[src/rtl/elastic_pipe_register.sv]
// elastic_pipe_register: DEPTH-stage valid/ready pipeline of WIDTH-bit words.
// Downstream stalls propagate back through a combinational ready chain.
// Empty stages keep filling while the output is stalled, so words compact
// toward the output.
//
// Ports:
//   clk        rising-edge clock
//   reset      synchronous active-high reset; clears valids, loads RESET_VALUE
//   in_data    upstream word
//   in_valid   upstream word present
//   in_ready   word accepted this cycle (combinational)
//   out_data   final-stage data
//   out_valid  final-stage valid
//   out_ready  downstream accepts out_data this cycle
//   flush      drop all held words at next edge; data registers hold
//   count      number of valid stages, 0..DEPTH (combinational)
module elastic_pipe_register #(
   parameter int unsigned      WIDTH       = 8,
   parameter int unsigned      DEPTH       = 4,
   parameter logic [WIDTH-1:0] RESET_VALUE = '0
) (
   input  logic                       clk,
   input  logic                       reset,
   input  logic [WIDTH-1:0]           in_data,
   input  logic                       in_valid,
   output logic                       in_ready,
   output logic [WIDTH-1:0]           out_data,
   output logic                       out_valid,
   input  logic                       out_ready,
   input  logic                       flush,
   output logic [$clog2(DEPTH+1)-1:0] count
);

   localparam int unsigned CW = $clog2(DEPTH + 1);

   logic [WIDTH-1:0] d [DEPTH];
   logic [DEPTH-1:0] v;
   logic [DEPTH-1:0] rdy;

   // A stage can load when it is empty or when the stage ahead can load.
   always_comb begin
      rdy            = '0;
      rdy[DEPTH-1]   = out_ready | ~v[DEPTH-1];
      for (int i = int'(DEPTH) - 2; i >= 0; i--) begin
         rdy[i] = rdy[i+1] | ~v[i];
      end
   end

   assign in_ready  = rdy[0] & ~flush & ~reset;
   assign out_data  = d[DEPTH-1];
   assign out_valid = v[DEPTH-1];

   // Occupancy: popcount of the stage valid bits.
   always_comb begin
      count = '0;
      for (int i = 0; i < int'(DEPTH); i++) begin
         count = count + CW'(v[i]);
      end
   end

   // Stage registers. Data only moves with a valid source, so a bubble
   // shifting in leaves the old data word in place.
   always_ff @(posedge clk) begin
      if (reset) begin
         v <= '0;
         for (int i = 0; i < int'(DEPTH); i++) begin
            d[i] <= RESET_VALUE;
         end
      end else if (flush) begin
         v <= '0;
      end else begin
         if (rdy[0]) begin
            v[0] <= in_valid;
            if (in_valid) begin
               d[0] <= in_data;
            end
         end
         for (int i = 1; i < int'(DEPTH); i++) begin
            if (rdy[i]) begin
               v[i] <= v[i-1];
               if (v[i-1]) begin
                  d[i] <= d[i-1];
               end
            end
         end
      end
   end

endmodule

[config.mk]
export PLATFORM = sky130hd
export DESIGN_NAME = elastic_pipe_register
export DESIGN_NICKNAME = d
export VERILOG_FILES = /design/src/rtl/elastic_pipe_register.sv
export SDC_FILE = /design/constraint.sdc
export NUM_CORES = 1
export LEC_CHECK = 0
export CAP_MARGIN = 15
export CELL_PAD_IN_SITES_DETAIL_PLACEMENT = 2
export CELL_PAD_IN_SITES_GLOBAL_PLACEMENT = 2
export CORE_MARGIN = 5
export CORE_UTILIZATION = 37
export CTS_CLUSTER_DIAMETER = 40
export DETAILED_ROUTE_END_ITERATION = 12
export GPL_ROUTABILITY_DRIVEN = 0
export PLACE_DENSITY_LB_ADDON = 0.1
export REMOVE_ABC_BUFFERS = 1
export SYNTH_ARGS = -nofsm -noshare
export SYNTH_HDL_FRONTEND = slang
export SYNTH_SLANG_ARGS = --single-unit
[constraint.sdc]
create_clock -name clk -period 2 [get_ports clk]
set_input_delay 0.3 -clock clk [delete_from_list [all_inputs] [get_ports clk]]
set_output_delay 0.3 -clock clk [all_outputs]
set_load 0.005 [all_outputs]
==> results.cfg, run 1 <==
[timing]
min_period_ns = 2.064
setup_viol = 1
slew_headroom_pct = 63.19
hold_viol_final = 0
tightest_slew_ns = 0.5497
fin_skew_ns = 0.004587
fin_ws_ns = -0.06370
rsz0062_at_grt = true
period_share_pct = 103.2
whs_ns = 0.5934
max_freq_mhz = 484.6
slew_violations = 0

[cts]
cts-hold-fix-buffers = 0
cts_inserted_buffers = 5
clkSinkCount = 36
cts_tree = built
h-tree-depth = 2
clockRootBuffer = clkbuf_8
ctsLongestPathBuffers = 2
clock_latency_ns = 0.29
clk_pin_slew_worst_paths_ns = 0.07

[grt]
antenna_found_initial = 0
grt_use_total_pct = 13.26
grt_pass1_wl_um = 6099
grt_overflow_total = 0
grt_pass1_vias = 1281
grt_max_degree = 14

[critical_path]
critPathTopFamily = adder cells
cp_num_buf_inv = 3
crit_fanout = 2
crit_arrival_ns = 1.76
crit_chain = inv_2 > fa_1 > inv_2 > ha_4 > ha_4 > buf_6
worstSetupPathType = flip-flop to primary output
slowest_delay_ns = 0.55
end_kind = primary output
rrSetupSlack_ns = 0.34
critPathSlowestCell = fa_1
cp.required_ns = 1.70
critPathLaunchType = flip-flop

[floorplan]
die_w_um = 77.82
ios = 26
die_area_um2 = 6055
num_rows = 24
initial_utilization_pct = 38.55
core_um2 = 4414
die_y_um = 77.82

[finish]
fin_nets = 174
drive_above_1_share_pct = 30.38
n_fill_cell = 416
area_growth_pct = 26.99
fin_cells = 210
antennaDiodeCount = 0

[synth]
synth_area_per_cell_um2 = 13.95
ys_ff_latch = 36
synth.distinct_cells = 30
synth_top_area_cell = edfxtp_1
synth.area.top_cells = edfxtp_1 (56%), nor4b_2 (5.3%), dfxtp_1 (4.7%)
seq_area_frac_synth_pct = 61.18
yosysTopAreaCellShare_pct = 56.47
ys_warn_count = 0
synth_area_um2 = 1702
syn_inst = 122

[power_and_ir_drop]
p_clk_share_pct = 33.1
pwr_density_cell_nw_per_um2 = 676.3
switching_power_mw = 0.3099
cellLeakagePower_nw = 0.8622
p_comb_share_pct = 8.1
p_seq_share_pct = 58.8
swShare_pct = 21.21
internal_power_mw = 1.151
vdd_drop_max_uv = 373.2

[place]
port_buffers = 25
hpwl_um = 2804
dpl.cell_count = 200

[routing]
vias = 1096
ant_nets = 0
drt_iter0_drc = 85
viasPerCell = 5.219
routed_wl_um = 3631
drc = 0
firstDrtPassIters = 4
wl_per_cell_um = 17.29

[status]
status = complete, but fails checks
violations = negative setup slack

[run]
cap_viol_max_count = 0

[min_path]
hold_class = flip-flop to flip-flop
==> layer usage <==
layer	vias to the layer above	global-route usage [%]	share of wire, %
li1	523	-	-
met1	545	13.74	40
met2	23	24.12	54
met3	5	5.787	4.8
met4	0	3.608	1.0
met5	-	0	0
==> layout make-up <==
| class | instances | area, um2 | area share, % |
|---|---|---|---|
| well taps | 52 | 65.06 | 3.011 |
| flip-flops and latches | 36 | 1045 | 48.35 |
| inverters | 8 | 30.03 | 1.390 |
| repair buffers | 45 | 400.4 | 18.53 |
| clock inverters | 1 | 5.005 | 0.2316 |
| clock buffers | 6 | 72.57 | 3.358 |
| multi-input cells | 62 | 543.0 | 25.13 |
==> state kept, by name, indices dropped and copies added, names as in the netlist <==
register and cells:
d 32, v 4
==> synth_stat cells <==
cell type  count
nor2_1         1
o21ai_0        1
or2_1          1
nor3b_2        1
edfxtp_1      32
nand2_1        8
buf_2          3
a21oi_1        3
buf_6          2
and4_1         8
inv_1          7
ha_1           2
nand4b_2       1
nor4b_2        6
fa_1           1
dfxtp_1        4
buf_4          9
inv_2          1
and3b_1        1
o31ai_1        1
and4b_4        1
o21a_1         1
o211a_1        8
nand2b_1       3
a31o_2         2
nor4b_1        2
clkbuf_1       2
nor3_1         8
nor2b_1        1
a22oi_1        1
==> per-stage QoR <==
step / setup WS [ns] / power, mW / util [%] / instance area (um2) / setup TNS, ns
CTS: -0.09553 / 1.480 / 48.47 / 2140 / -0.1082
global placement: -0.1527 / 0.9856 / 46.03 / 2032 / -0.1596
finish: -0.06370 / 1.461 / 48.95 / 2161 / -0.06370
floorplan: 0.1678 / 0.9136 / - / 1589 / 0
global route: -0.1317 / 1.534 / 48.95 / 2161 / -0.1800
detailed placement: -0.2221 / 0.9934 / 46.03 / 2032 / -0.3383
==> final timing paths <==
check	startpoint	endpoint	cells after the start
max reg2reg	v[1]$_SDFFE_PP0P_	d[0][12]$_SDFFCE_PN0P_	6
min	d[0][23]$_SDFFCE_PN0P_	d[0][31]$_SDFFCE_PN0P_	1
max	v[1]$_SDFFE_PP0P_	count[1]	6
min reg2reg	d[0][23]$_SDFFCE_PN0P_	d[0][31]$_SDFFCE_PN0P_	1
==> cells in the final DEF (no fill, tap or decap), types with 3 or more instances in the layout <==
cell             count
clkbuf_8             5
edfxtp_1            32
o211a_1              8
nand2b_1             3
nor3_1               8
a21oi_1              3
buf_4               20
dfxtp_2              3
and4_1               8
nor4b_2              6
inv_2                3
inv_1                5
nand2_1              8
clkdlybuf4s50_1     21
==> timing repair <==
item,CTS,global route
pin swaps,2,1
setup endpoints to repair,3,4
resized for setup,18,5
buffers inserted,2,1
==> logic make-up after synthesis <==
kind of cell	share of synthesized area (%)
buf+inv	8.382
flops	61.18
simple gates	19.56
compound gates	8.236
fa+ha+maj	2.647
==> power by group through the flow <==
stage	logic (mW)	clock network (mW)	registers, mW
CTS	0.120	0.500	0.859
global route	0.129	0.542	0.862
global placement	0.113	0	0.873
finish	0.118	0.484	0.859
detailed placement	0.118	0	0.875
floorplan	0.0399	0	0.874
(Power assumes the default switching activity.)
==> inputs of run 2 (changes only) <==
Settings changed: CORE_ASPECT_RATIO set to 0.9.
==> run 2 against run 1 <==
Compared with the run above: the run still ends with negative setup slack left; hold slack got worse by 0.0020 ns; largest cell class unchanged; largest power group unchanged; final cell count up 3.8%; die area about the same; clock skew fell by 0.00067 ns; cell area decreased by 0.29%.
==> results.cfg, run 2 (synthesis gave the netlist of run 1 again) <==
[status]
status = complete, but fails checks
violations = negative setup slack

[finish]
largest_register_ffs = 32
area_growth_pct = 26.62
drive_above_1_share_pct = 30.13
n_fill_cell = 436
postLayoutCellArea_um2 = 2155
antennaDiodeCount = 0
layout_commonest_cell = edfxtp_1
regMostFlops = d
fin_nets = 171
fin_cells = 218
reg_top3 = d (32), v (4)
final_cell_mix = edfxtp_1 (32), clkdlybuf4s50_1 (22), buf_4 (17)

[power_and_ir_drop]
pwr_density_cell_nw_per_um2 = 673.4
cellLeakagePower_nw = 0.8375
vdd_drop_max_uv = 365.3

[grt]
antenna_found_initial = 0
grt_use_total_pct = 12.68
grt_overflow_total = 0
grt_max_degree = 15
grt_pass1_vias = 1203
grt_pass1_wl_um = 5706

[place]
port_buffers = 25
placed_area_um2 = 2044
place_ws_ns = -0.2046
dpl.cell_count = 210
hpwl_um = 2631

[critical_path]
cp.required_ns = 1.70
end_kind = primary output
critPathSlowestCell = fa_1
crit_arrival_ns = 1.76
crit_fanout = 2
critPathTopFamily = adder cells
crit_chain = inv_2 > fa_1 > inv_2 > ha_4 > ha_4 > buf_6
cp_num_buf_inv = 3
worstSetupPathType = flip-flop to primary output
slowest_delay_ns = 0.56
critPathLaunchType = flip-flop

[floorplan]
die_area_um2 = 6057
ios = 26
die_w_um = 81.49
core_um2 = 4461
num_rows = 23
initial_utilization_pct = 38.15
die_y_um = 74.34

[cts]
clock_latency_ns = 0.28
post_cts_buffers = 0
cts_inserted_buffers = 5
clkSinkCount = 36
cts-hold-fix-buffers = 0
clockRootBuffer = clkbuf_8
clk_pin_slew_worst_paths_ns = 0.07
h-tree-depth = 2
cts_tree = built
ctsLongestPathBuffers = 2

[timing]
max_freq_mhz = 485.1
slew_violations = 0
setup_viol = 1
fin_ws_ns = -0.06145
setup_tns_ns = -0.06145
hold_viol_final = 0
fin_skew_ns = 0.003916
slew_headroom_pct = 61.67
period_share_pct = 103.1
rsz0062_at_grt = true
tightest_slew_ns = 0.5724
min_period_ns = 2.061

[routing]
routed_wl_um = 3386
vias = 1080
viasPerCell = 4.954
ant_nets = 0
drc = 0
firstDrtPassIters = 4
wl_per_cell_um = 15.53
drt_iter0_drc = 35

[min_path]
hold_class = flip-flop to flip-flop

[run]
cap_viol_max_count = 0
-- run 2: per-stage QoR --
step | hold WS [ns] | power, mW | utilization [%]
2_1_floorplan | 0.4908 | 0.9136 | -
3_3_place_gp | 0.5648 | 0.9870 | 45.83
3_5_place_dp | 0.5783 | 0.9932 | 45.83
4_1_cts | 0.5796 | 1.465 | 47.91
5_1_grt | 0.6055 | 1.525 | 48.30
6_report | 0.5914 | 1.451 | 48.30
-- run 2: timing repair --
action | 4_1_cts | 5_1_grt
setup endpoints to repair | 4 | 3
hold endpoints to repair | 0 | 0
resized for setup | 18 | 5
pin swaps | 2 | 2
-- run 2: worst register-to-register path: cells and delay by family, from the launching register on --
family                 cells  cell delay [ns]
AND/OR/NAND/NOR            1             0.20
AO/OA/AOI/OAI              1             0.21
buffers and inverters      3             0.53
flip-flops                 1             0.33
-- run 2: layout make-up --
type	instances	area [um2]	area share [%]
Clock buffer	5	68.82	3.194
Clock inverter	3	13.76	0.6388
Inverter	8	30.03	1.394
Multi-Input combinational cell	62	543.0	25.20
Sequential cell	36	1046	48.55
Tap cell	62	77.57	3.600
Timing Repair Buffer	42	375.4	17.42
-- run 2: layer usage --
layer  GRT usage, %  share of wire [%]
met1          13.27                 39
met2          24.50                 56
met3          3.753                4.0
met4          3.377               0.74
met5              0                  0
-- run 2: path summary, 6_finish.rpt --
| kind | from | endpoint | slack (ns) | cells after the start |
|---|---|---|---|---|
| hold / removal | d[0][20]$_SDFFCE_PN0P_ | d[0][28]$_SDFFCE_PN0P_ | 0.59 | 1 |
| hold reg to reg | d[0][20]$_SDFFCE_PN0P_ | d[0][28]$_SDFFCE_PN0P_ | 0.59 | 1 |
| setup reg to reg | v[3]$_SDFFE_PP0P_ | d[0][13]$_SDFFCE_PN0P_ | 0.45 | 5 |
| setup / recovery | v[3]$_SDFFE_PP0P_ | count[1] | -0.06 | 6 |
-- run 2: where the power goes --
| group | switching, mW | internal [mW] | total, mW | leakage (nW) |
|---|---|---|---|---|
| Clock | 0.240 | 0.236 | 0.476 | 0.0453 |
| Sequential | 0.00865 | 0.850 | 0.858 | 0.368 |
| Combinational | 0.0525 | 0.0643 | 0.117 | 0.425 |
